**src/rtl/ex_mem_flag_stage.sv**
```systemverilog
// ex_mem_flag_stage
//   EX/MEM pipeline register sitting directly behind the 16-bit ALU. It also
//   owns the architectural flag register {N,V,Z} and resolves conditional
//   branches against it, producing a registered redirect for the PC logic.
//
// Ports
//   clk, rst_n            clock, synchronous active-low reset
//   stall                 hold every register in this stage
//   flush                 turn the incoming instruction into a bubble
//   ex_*                  instruction and control at the ALU output
//   mem_*                 registered instruction and control for the MEM stage
//   flags_q               flag register {N,V,Z}
//   br_taken, br_target   registered branch redirect (one-cycle pulse)
module ex_mem_flag_stage #(
  parameter int unsigned DATA_W   = 16,
  parameter int unsigned REG_W    = 4,
  parameter logic [2:0]  FLAG_RST = 3'b000
) (
  input  logic              clk,
  input  logic              rst_n,
  input  logic              stall,
  input  logic              flush,
  input  logic              ex_valid,
  input  logic [3:0]        ex_ALUop,
  input  logic [DATA_W-1:0] ex_result,
  input  logic [2:0]        ex_flags,
  input  logic              ex_br,
  input  logic [2:0]        ex_cond,
  input  logic [DATA_W-1:0] ex_br_target,
  input  logic [REG_W-1:0]  ex_rd,
  input  logic              ex_we,
  input  logic              ex_mem_re,
  input  logic              ex_mem_we,
  input  logic [DATA_W-1:0] ex_store_data,
  output logic              mem_valid,
  output logic [DATA_W-1:0] mem_result,
  output logic [REG_W-1:0]  mem_rd,
  output logic              mem_we,
  output logic              mem_mem_re,
  output logic              mem_mem_we,
  output logic [DATA_W-1:0] mem_store_data,
  output logic [2:0]        flags_q,
  output logic              br_taken,
  output logic [DATA_W-1:0] br_target
);

  localparam logic [3:0] OP_ADD = 4'h0;
  localparam logic [3:0] OP_SUB = 4'h2;
  localparam logic [3:0] OP_AND = 4'h3;
  localparam logic [3:0] OP_NOR = 4'h4;
  localparam logic [3:0] OP_SLL = 4'h5;
  localparam logic [3:0] OP_SRL = 4'h6;
  localparam logic [3:0] OP_SRA = 4'h7;

  // Branch condition against flags f = {N,V,Z}.
  function automatic logic cond_true(input logic [2:0] cond, input logic [2:0] f);
    logic n, v, z;
    n = f[2];
    v = f[1];
    z = f[0];
    case (cond)
      3'b000:  cond_true = ~z;
      3'b001:  cond_true = z;
      3'b010:  cond_true = ~z & ~n;
      3'b011:  cond_true = n;
      3'b100:  cond_true = ~n;
      3'b101:  cond_true = n | z;
      3'b110:  cond_true = v;
      default: cond_true = 1'b1;
    endcase
  endfunction

  // Next flag value for a captured non-branch instruction.
  function automatic logic [2:0] next_flags(input logic [3:0] op,
                                            input logic [2:0] cur,
                                            input logic [2:0] alu);
    case (op)
      OP_ADD, OP_SUB:                         next_flags = alu;
      OP_AND, OP_NOR, OP_SLL, OP_SRL, OP_SRA: next_flags = {cur[2:1], alu[0]};
      default:                                next_flags = cur;
    endcase
  endfunction

  logic capture;
  assign capture = ex_valid & ~flush;

  // EX -> MEM boundary
  always_ff @(posedge clk) begin
    if (!rst_n) begin
      mem_valid      <= 1'b0;
      mem_result     <= '0;
      mem_rd         <= '0;
      mem_we         <= 1'b0;
      mem_mem_re     <= 1'b0;
      mem_mem_we     <= 1'b0;
      mem_store_data <= '0;
      flags_q        <= FLAG_RST;
      br_taken       <= 1'b0;
      br_target      <= '0;
    end else if (!stall) begin
      if (!capture) begin
        // Bubble: clear valid and enables, data fields simply hold.
        mem_valid  <= 1'b0;
        mem_we     <= 1'b0;
        mem_mem_re <= 1'b0;
        mem_mem_we <= 1'b0;
        br_taken   <= 1'b0;
      end else begin
        mem_valid      <= 1'b1;
        mem_result     <= ex_result;
        mem_rd         <= ex_rd;
        mem_we         <= ex_we;
        mem_mem_re     <= ex_mem_re;
        mem_mem_we     <= ex_mem_we;
        mem_store_data <= ex_store_data;
        // Branches read flags_q as left by older instructions and never write it.
        br_taken       <= ex_br & cond_true(ex_cond, flags_q);
        if (ex_br) begin
          br_target <= ex_br_target;
        end else begin
          flags_q <= next_flags(ex_ALUop, flags_q, ex_flags);
        end
      end
    end
  end

endmodule
```
**config.mk**
```make
export PLATFORM = sky130hd
export DESIGN_NAME = ex_mem_flag_stage
export DESIGN_NICKNAME = d
export VERILOG_FILES = /design/src/rtl/ex_mem_flag_stage.sv
export SDC_FILE = /design/constraint.sdc
export NUM_CORES = 1
export LEC_CHECK = 0
export BUFFER_PORTS_ARGS = -buffer_cell sky130_fd_sc_hd__buf_4
export CAP_MARGIN = 20
export CORE_ASPECT_RATIO = 1.2
export CORE_MARGIN = 3
export CORE_UTILIZATION = 46
export CTS_CLUSTER_SIZE = 12
export DETAILED_ROUTE_END_ITERATION = 10
export GPL_ROUTABILITY_DRIVEN = 0
export PLACE_DENSITY = 0.91
export SYNTH_ARGS = -nofsm -noshare
export SYNTH_HDL_FRONTEND = slang
export SYNTH_SLANG_ARGS = --single-unit
export TNS_END_PERCENT = 50
```
**constraint.sdc**
```tcl
create_clock -name clk -period 3.5 [get_ports clk]
set_clock_uncertainty 0.1 [all_clocks]
set_input_delay 0.7 -clock clk [delete_from_list [all_inputs] [get_ports clk]]
set_output_delay 0.7 -clock clk [all_outputs]
set_load 0.1 [all_outputs]
```
==> impl_metrics.yaml, run 1 <==
run_status:
  status: "finished, final reports clean"
pwr:
  power.share.switching_pct: 28.2
  p_leak_uw: 0.00146
  p_seq_share_pct: 44.3
  p_sw_uw: 453
  power_density_mw_per_mm2: 476
  pwr-share-clk_pct: 37.4
  p_int_uw: 1150
  comb_power_share_pct: 18.2
  peakVddDrop_mv: 0.334
yosys:
  seq_area_frac_synth_pct: 54.2
  yosysMostFrequentCell: "nand2_1"
  synth_top_flop_cell: "dfxtp_1"
  synth_seq_cells: 60
  syn_area_mm2: 0.00221
  synth.distinct_cells: 25
  synthTopCellsByArea: "dfxtp_1 54%, nand2_1 18%, a21oi_1 13%"
  syn_avg_cell_area_um2: 8.05
  synth_top_area_share_pct: 54.2
  yosysTopAreaCell: "dfxtp_1"
  yosys_warnings: 0
  ys_top_cells_by_count: "107 x nand2_1, 60 x dfxtp_1, 57 x a21oi_1, 9 x clkbuf_1, 7 x buf_2"
  synthCells: 275
  synth-edff-count: 0
  syn_nets: 346
  async_flop_share_pct: 0
die:
  io_pins: 131
  coreArea_mm2: 0.00463
  die_h_um: 82.0
  die-area_mm2: 0.00569
  num_rows: 27
  initial_core_util_pct: 47.9
  die_x_um: 69.3
detailed_routing:
  ant_nets: 0
  drc_errors: 0
  top_layer_used: "met4"
  drt_iter0_markers: 117
  met3_length_um: 540
  met1_length_mm: 2.44
  firstDrtPassIters: 4
  via_per_inst: 5.04
  via_count: 2319
  wl_met2_mm: 3.03
  wl_per_cell_um: 13.5
  finalWirelength_mm: 6.19
sta:
  worst_pin_slew_ns: 0.696
  slew_headroom_pct: 53.3
  fin_tns_setup_ns: 0
  period_minus_slack_ns: 1.99
  finalSetupViolCount: 0
  rsz0062_at_grt: "no"
  setup_ws_ns: 1.51
  hold_viol: 0
  slew_viol_final: 0
  fin_crit_sh_pct: 56.8
  hold_slack_ns: 0.355
  fmax_mhz: 503
cts:
  cts-htree-levels: 3
  cts_root_buf: "clkbuf_8"
  postCtsSetupBuffers: 0
  ctsLongestPathBuffers: 2
  hold_buffers: 0
  cts_resized: 0
  insertion_delay_ns: 0.33
  numClockSinks: 60
  clkTransAtPathRegs_ns: 0.06
  cts-buffers-inserted: 9
  cts_tree: "yes"
flow_run:
  maxCapViolations: 0
finish:
  multiInputGateArea_um2: 910
  antenna_cells: 0
  areaGrowthSynthToFinish_pct: 52.4
  fin_nets: 470
  drive_gt1_share_pct: 37.8
  seq_area_mm2: 0.00120
  fill_cells: 366
critical_path:
  r2r_cells: 3
  path_buf_inv: 2
  path_max_fanout: 28
  worstPathRequired_ns: 3.59
  critPathArrivalTime_ns: 2.07
  cp_top_family: "simple AND/OR/NAND/NOR gates"
  worst_setup_path_end_kind: "flip-flop"
  slowest_stage: "nor3b_4"
  rrSetupSlack_ns: 2.24
  crit_path_cell_trace: "buf_4 > nor3b_4 > buf_4 > a31o_2 > a21oi_1"
  cp_common_cell: "buf_4"
  worstSetupPathType: "primary input to flip-flop"
  start_kind: "primary input"
  crit_cells: 5
  cpPeakStageDelay_ns: 0.56
grt:
  antenna_found_initial: 0
  grt_use_total_pct: 22.2
  grt_pass1_vias: 2203
  grt-ovfl-total: 0
  grt_first_pass_wirelength_mm: 9.94
  grt_max_degree: 61
min_path:
  hp-class: "flip-flop to flip-flop"
  holdPathStages: 2
place:
  dpl_worst_slack_ns: 1.17
  dp_hpwl_mm: 4.55
  port-buffer-count: 130
## layer usage
metal | vias up | track usage, %
met4 | 0 | 13.7
met1 | 1048 | 23.7
met5 | - | 0
li1 | 1149 | -
met2 | 104 | 37.3
met3 | 18 | 8.69
## tightest hold or removal path: cells and delay by family, from the launching register on
kind / cells / cell delay, ns
AO/OA/AOI/OAI: 1 / 0.05
flip-flops: 1 / 0.31
AND/OR/NAND/NOR: 1 / 0.05
## power by group through the flow
stage,registers (µW),clock network (µW),logic (µW)
floorplan,863,0,54.8
global placement,727,0,290
detailed placement,727,0,293
CTS,712,617,294
global route,714,645,309
finish,712,601,293
## worst paths after layout
| check | startpoint | end |
|---|---|---|
| min reg2reg | mem_store_data[1] | mem_store_data[1] |
| max | stall | flags_q[0] |
| max reg2reg | flags_q[2] | br_taken |
| min | mem_store_data[1] | mem_store_data[1] |
## through the flow
step                instances  cell area [µm²]  total power (µW)  util (%)
detailed placement        446             3190              1020      68.8
global route              460             3380              1670      72.9
CTS                       460             3380              1620      72.9
finish                    460             3380              1610      72.9
floorplan                 275             2210               918         -
global placement          446             3190              1020      68.8
## state kept, by name (all words and copies together), names as in the netlist
register and flops:
mem_valid 1, mem_store_data 16, br_target 16, mem_mem_we 1, mem_result 16, br_taken 1
mem_we 1, mem_mem_re 1, mem_rd 4, flags_q 3
## kinds of logic after synthesis
group,count (synthesis),synth area share [%]
compound gates,66,16.2
buf+inv,22,4.97
flops,60,54.2
fa+ha+maj,1,0.452
xor+xnor,1,0.396
simple gates,125,23.8
## layout by cell type, fill, tap and decap left out, types with 2 or more instances in the layout
cell and instances:
buf_4 132, nand2_1 107, dfxtp_1 60, a21oi_1 57, clkbuf_8 11, nor2_1 5, a22oi_1 3, nand4_1 3
nand2b_1 3, inv_1 2, or2_2 2, o31ai_1 2, o221ai_1 2
## cell type report
cell class                      instances  area share, %
Tap cell                               58           2.15
Timing Repair Buffer                  132           29.4
Sequential cell                        60           35.6
Clock buffer                           12           4.60
Inverter                                3          0.334
Clock inverter                          2           1.04
Multi-Input combinational cell        193           26.9
(Power assumes the default switching activity.)
==> run 2: changes to the inputs <==
- CORE_UTILIZATION: 46 -> 39
- PLACE_DENSITY: 0.91 -> 0.83
- clock period: 3.5 -> 1.7 ns (I/O delays scaled with it)
==> impl_metrics.yaml, run 2 (same netlist as run 1, synthesis figures left out) <==
die:
  die-area_mm2: 0.00662
  num_rows: 29
  io_pins: 131
  coreArea_mm2: 0.00541
  die_h_um: 88.6
  initial_core_util_pct: 41.0
  die_x_um: 74.8
sta:
  hold_slack_ns: 0.154
  fin_tns_setup_ns: 0
  fin_crit_sh_pct: 84.7
  fmax_mhz: 695
  hold_viol: 0
  rsz0062_at_grt: "no"
  finalSetupViolCount: 0
  slew_viol_final: 0
  slew_headroom_pct: 80.9
  worst_pin_slew_ns: 0.289
  period_minus_slack_ns: 1.44
place:
  placed_area_mm2: 0.00326
  port-buffer-count: 130
  dpl.cell_count: 455
  dp_hpwl_mm: 4.63
critical_path:
  worstSetupPathType: "flip-flop to output pin"
  slowest_stage: "dfxtp_1"
  worst_setup_path_end_kind: "output pin"
  path_max_fanout: 3
  start_kind: "flip-flop"
  critPathArrivalTime_ns: 1.00
  cp_top_family: "flip-flops"
  crit_path_cell_trace: "buf_4"
  cpPeakStageDelay_ns: 0.37
  path_buf_inv: 1
  worstPathRequired_ns: 1.26
finish:
  fin_nets: 475
  seq_area_mm2: 0.00120
  top_regs: "br_target (16), mem_result (16), mem_store_data (16)"
  fill_cells: 486
  layout.cells.non_filler: 471
  antenna_cells: 0
  stdcell_area_mm2: 0.00346
  multiInputGateArea_um2: 910
  final_common_cell: "buf_4"
  final_cell_mix: "135 x buf_4, 107 x nand2_1, 58 x dfxtp_1, 57 x a21oi_1, 11 x clkbuf_8"
  drive_gt1_share_pct: 39.4
  areaGrowthSynthToFinish_pct: 56.2
grt:
  grt_max_degree: 61
  grt_pass1_vias: 2153
  grt_first_pass_wirelength_mm: 9.54
  grt_use_total_pct: 18.9
  grt-ovfl-total: 0
  antenna_found_initial: 0
detailed_routing:
  drt_iter0_markers: 136
  firstDrtPassIters: 4
  drc_errors: 0
  wl_per_cell_um: 13.5
  via_per_inst: 4.86
  ant_nets: 0
  via_count: 2287
  finalWirelength_mm: 6.37
cts:
  clkTransAtPathRegs_ns: 0.07
  numClockSinks: 60
  cts_tree: "yes"
  cts_resized: 0
  cts_root_buf: "clkbuf_8"
  insertion_delay_ns: 0.32
  cts-buffers-inserted: 9
  postCtsSetupBuffers: 0
  cts-htree-levels: 3
  hold_buffers: 0
  ctsLongestPathBuffers: 2
run_status:
  status: "finished, final reports clean"
pwr:
  p_leak_uw: 0.00150
  peakVddDrop_mv: 0.459
  power_density_mw_per_mm2: 973
  p_total_uw: 3360
flow_run:
  maxCapViolations: 0
min_path:
  hp-class: "primary input to flip-flop"
==> run 2: cell types whose count changed in the layout (fill, tap and decap cells not counted) <==
cell / before / now
clkinv_2: 1 / 2
dfxtp_1: 60 / 58
buf_4: 132 / 135
dfxtp_2: 0 / 2
clkinvlp_4: 0 / 1
buf_12: 0 / 2
==> run 2: where the power goes <==
part	switching (µW)	internal [µW]	leakage, µW
Clock	528	752	0.000102
Sequential	20.7	1450	0.000488
Combinational	416	201	0.000907
Total	965	2400	0.00150
==> run 2: worst reg2reg max path, cell delays in order (launching register included) <==
cell	delay, ns
dfxtp_2	0.34
maj3_1	0.35
o221ai_1	0.19
a221oi_1	0.11
==> run 2: final timing paths <==
check,startpoint,endpoint,slack (ns),cells past startpoint
hold reg to reg,mem_result[2],mem_result[2],0.35,2
setup reg to reg,flags_q[2],br_taken,0.49,3
setup / recovery,flags_q[1],flags_q[1],0.26,1
hold / removal,ex_mem_we,mem_mem_we,0.15,3
==> run 2: final cells by class <==
| type | count | share of cell area, % |
|---|---|---|
| clock buffer | 12 | 4.49 |
| sequential | 60 | 34.8 |
| clock inverter | 4 | 1.37 |
| inverter | 3 | 0.326 |
| multi-input combinational | 193 | 26.3 |
| timing repair buffer | 137 | 30.5 |
| tap | 62 | 2.24 |
==> run 2: layer usage <==
layer	wire, µm	part of all wire [%]	up-vias	GRT usage, %
li1	-	-	1163	-
met1	2460	39	1038	18.8
met2	3270	51	84	34.4
met3	617	9.7	2	8.30
met4	24	0.38	0	6.96
met5	0	0	-	0
==> run 2: metrics by stage <==
| step | utilization [%] | worst slack, ns |
|---|---|---|
| 2_1_floorplan | - | 0.0924 |
| 3_5_place_dp | 60.2 | 0.121 |
| 4_1_cts | 64.0 | 0.230 |
| 5_1_grt | 64.0 | 0.205 |
| 6_report | 64.0 | 0.261 |
| 3_3_place_gp | 60.2 | 0.142 |
